### config.mk
export PLATFORM = sky130hd
export DESIGN_NAME = counter_updown_mod
export DESIGN_NICKNAME = d
export VERILOG_FILES = /design/src/rtl/counter_updown_mod.sv
export SDC_FILE = /design/constraint.sdc
export NUM_CORES = 1
export LEC_CHECK = 0
export CAP_MARGIN = 20
export CORE_AREA = 3 3 61 63
export CTS_CLUSTER_SIZE = 10
export DETAILED_ROUTE_END_ITERATION = 8
export DIE_AREA = 0 0 64 66
export DONT_BUFFER_PORTS = 1
export GPL_TIMING_DRIVEN = 0
export SKIP_LAST_GASP = 1
export SYNTH_ARGS = -nofsm -noshare
export SYNTH_HDL_FRONTEND = slang
export SYNTH_SLANG_ARGS = --single-unit
### constraint.sdc
create_clock -name clk -period 2.2 [get_ports clk]
set_input_delay 0.22 -clock clk [delete_from_list [all_inputs] [get_ports clk]]
set_output_delay 0.22 -clock clk [all_outputs]
set_load 0.1 [all_outputs]
### src/rtl/counter_updown_mod.sv
// Parametrised synchronous up/down counter with programmable modulus, parallel load,
// count enable and wrap-or-saturate behaviour at the limits; tc chains wider counters.
module counter_updown_mod #(
    parameter int unsigned WIDTH     = 8,
    parameter int unsigned MAX_VAL   = (2**WIDTH) - 1,
    parameter bit          SATURATE  = 1'b0,
    parameter int unsigned RESET_VAL = 0
) (
    input  logic             clk,
    input  logic             reset,
    input  logic             en,
    input  logic             up,
    input  logic             load,
    input  logic [WIDTH-1:0] load_val,
    output logic [WIDTH-1:0] count,
    output logic             tc,
    output logic             wrap,
    output logic             sat
);

    localparam logic [WIDTH-1:0] MAXV = WIDTH'(MAX_VAL);
    localparam logic [WIDTH-1:0] RSTV = WIDTH'(RESET_VAL);

    logic at_top;
    logic at_bot;

    // >= so that a forced out-of-range value behaves like MAX_VAL on an up step
    assign at_top = (count >= MAXV);
    assign at_bot = (count == '0);
    assign tc     = en & (up ? (count == MAXV) : at_bot);

    always_ff @(posedge clk) begin
        if (reset) begin
            count <= RSTV;
            wrap  <= 1'b0;
            sat   <= 1'b0;
        end else if (load) begin
            count <= (load_val > MAXV) ? MAXV : load_val;
            wrap  <= 1'b0;
            sat   <= 1'b0;
        end else if (en) begin
            wrap <= 1'b0;
            sat  <= 1'b0;
            if (up) begin
                if (at_top) begin
                    if (SATURATE) begin
                        sat <= 1'b1;
                    end else begin
                        count <= '0;
                        wrap  <= 1'b1;
                    end
                end else begin
                    count <= count + WIDTH'(1);
                end
            end else begin
                if (at_bot) begin
                    if (SATURATE) begin
                        sat <= 1'b1;
                    end else begin
                        count <= MAXV;
                        wrap  <= 1'b1;
                    end
                end else begin
                    count <= count - WIDTH'(1);
                end
            end
        end else begin
            wrap <= 1'b0;
            sat  <= 1'b0;
        end
    end

endmodule

==> metrics.md <==
| Metric | Value |
|---|---|
| Met1 Use GR | 14.34% |
| WS Path Type | reg -> out |
| Commonest cells after routing, fill and taps aside | 12 x buf_4, 10 x a21oi_1, 8 x nand2_1 |
| Die Y | 66 um |
| Worst Path Max Fanout | 3 |
| Crit path from | count[1] |
| IO buf count | 0 |
| # H-tree levels | 1 |
| Mapped cell area | 964.7 um2 |
| Synth area leader | dfxtp_1 |
| Clock root buffer | clkbuf_4 |
| Num CTS Buffers | 3 |
| Met3 Resource Use GR | 3.912% |
| Largest net degree at the start of global routing | 11 |
| Vias/cell | 5.312 |
| Area grow syn2layout | 27.37% |
| Crit path buf inv count | 2 |
| Reg2Reg Launch Point | count[0] |
| Hold/Removal Path Class | in -> reg |
| Row count | 21 |
| Ys Warns | 0 |
| Vias in the first global route | 976 |
| CP cell instances | buf_6 > inv_4 > ha_4 > nor3b_4 > nand2_2 > o22ai_2 > and2_4 |
| Crit path max-delay cell type | dfxtp_4 |
| Commonest non-fill, non-tap cell in the layout | buf_4 |
| Final Hold Vio Count | 0 |
| Synthesized Nets | 142 |
| GRT Total Usage | 13.16% |
| GR Util met2 | 22.71% |
| Crit-path leading delay family | simple AND/OR/NAND/NOR gates |
| Core Region | 0.003284 mm2 |
| Crit path DAT | 1910 ps |
| RSZ-0062 raised after global routing | false |
| Synth top area share | 18.68% |
| Reg2reg setup slack | 290 ps |
| Remaining DRCs | 0 |
| Post-Layout Cell Count | 186 |
| DR iter-0 viols | 40 |
| Clk_lat worst skew | 270 ps |
| Largest cells by area after synthesis | dfxtp_1 19%, buf_6 7.0%, a21oi_1 5.2% |
| Post-synth ARST share | 0% |
| Yosys cell types | 43 |
| CP Capture Type | primary output |
| Post-synthesis sequential area ratio | 18.68% |
| Antenna-violating nets left | 0 |
| Pwr per Cell Area | 571.0 mW/mm2 |
| #FFs+latches synth | 9 |
| Die Area | 0.004224 mm2 |
| Mapped Cells | 126 |
| Most used flip-flop cell after synthesis | dfxtp_1 |
| Count of TritonRoute iterations in the first routing pass | 4 |
| Nets | 157 |
| CTS Buffer Depth | 2 |
| Slew Limit Fails | 0 |
| WP data required | 1980 ps |
| Max_slew headroom | 38.11% |
| Status | completed |
| Vias | 988 |
| Post-synth EDFFs | 0 |
| Share of cells above drive strength 1 | 35.00% |
| Max VDD drop | 142.7 uV |
| Crit start category | flop |
| CP peak stage delay | 460 ps |
| Initial antenna violation count | 0 |
| WL per Instance | 14.87 um |
| Initial core utilization | 29.37% |
| Io pins | 24 |
| Global routing's busiest layer | met2 |
| Post-Route WL | 2.766 mm |
| End of the critical path | tc |
| Global-route wire length before repair | 4.457 mm |
| Post-DP HPWL | 1.912 mm |
| R2r worst-path depth | 9 |
| # diodes | 0 |
| Crit. path cell count | 7 |
| Worst-margin pin slew | 927.1 ps |
| Max Cap Viol | 0 |
| Worst r2r dst | count[4] |
| Min Tclk post-route | 2134 ps |
| TritonCTS clock tree | built |
| Leakage | 0.0004711 uW |
| Core Util, Final | 37.41% |
| Maximum operating frequency | 0.4687 GHz |
| Worst hold stages | 2 |
| Clock skew | 8.538 ps |
| Syn avg cell area | 7.656 um2 |
| DP Cell Count | 172 |
| Hold buffers post-CTS | 0 |
| Placer Congestion | 0.9075 |
| Power consumption | 701.6 uW |
| Chip width | 64 um |
| Overflow after GRT | 0 |
| Clk slew on worst S/H paths | 70 ps |
| Final worst path period share | 96.98% |
| Setup-failing EPs final | 0 |
| CTS Sinks | 9 |
==> synthesized netlist by cell type, types with 2 or more instances <==
master	number
a21oi_1	10
mux2i_1	2
nor3b_1	6
nand2_1	9
inv_1	7
o211ai_1	4
nor2b_1	2
xnor2_1	4
o2bb2ai_1	2
o21bai_1	2
o22ai_1	2
o21ai_0	6
buf_4	5
nand3_1	5
nor3_1	3
and3_1	3
nor2_1	7
dfxtp_1	9
buf_2	3
ha_1	3
o31ai_1	3
a211oi_1	2
o21a_1	2
buf_6	6
==> sequential cells by signal (all words and copies together), names as in the netlist <==
signal	count
count	8
wrap	1
==> area by class of cell <==
class,count,area (um2)
plain buffers,15,138.9
repair buffers,10,92.59
fillers,338,2056
flip-flops and latches,9,207.7
multi-input cells,95,674.4
inverters,7,31.28
well taps,46,57.56
clock buffers,4,26.28
==> repair_timing <==
action / CTS / global route
setup buffers: 4 / 5
pin swaps: 2 / 3
cloned: 0 / 1
endpoints found under the setup margin: 1 / 1
resized for setup: 15 / 11
==> kinds of logic after synthesis <==
logic type	count (synthesis)	synth area share [%]
buffers and inverters	22	15.56
multiplexers	2	2.075
AND/OR/NAND/NOR	45	27.63
adder cells (fa/ha/maj)	3	3.891
flip-flops	9	18.68
AO/OA/AOI/OAI	40	28.15
other	1	0.3887
XOR/XNOR	4	3.631
==> worst min path at each step <==
stage                            from  endpoint  slack, ps
after floorplan           load_val[2]  count[2]        360
after global placement    load_val[2]  count[2]        370
after detailed placement  load_val[2]  count[2]        370
after CTS                 load_val[6]  count[6]         80
after global routing      load_val[6]  count[6]         80
final                     load_val[6]  count[6]         80
==> through the flow <==
step | setup slack, ps | instance area, um2 | hold WS, ps | TNS (ps)
5_1_grt | 1.704 | 1229 | 82.94 | 0
6_report | 66.48 | 1229 | 81.13 | 0
2_1_floorplan | 96.40 | 974.7 | 363.8 | 0
4_1_cts | 13.43 | 1135 | 78.81 | 0
3_5_place_dp | -228.3 | 1032 | 373.1 | -228.3
3_3_place_gp | -201.8 | 1032 | 371.8 | -201.8
==> routing by layer <==
metal / routed length [um] / share of wire [%]
met5: 0 / 0
met4: 72 / 2.6
met3: 239 / 8.6
met2: 1359 / 49
met1: 1095 / 40
==> report_power, final <==
group | internal, uW | switching (uW) | total, uW
Combinational | 135 | 143 | 278
Clock | 70.3 | 69.8 | 140
Sequential | 177 | 107 | 284
Note: power is estimated with default switching activity, not from simulation.
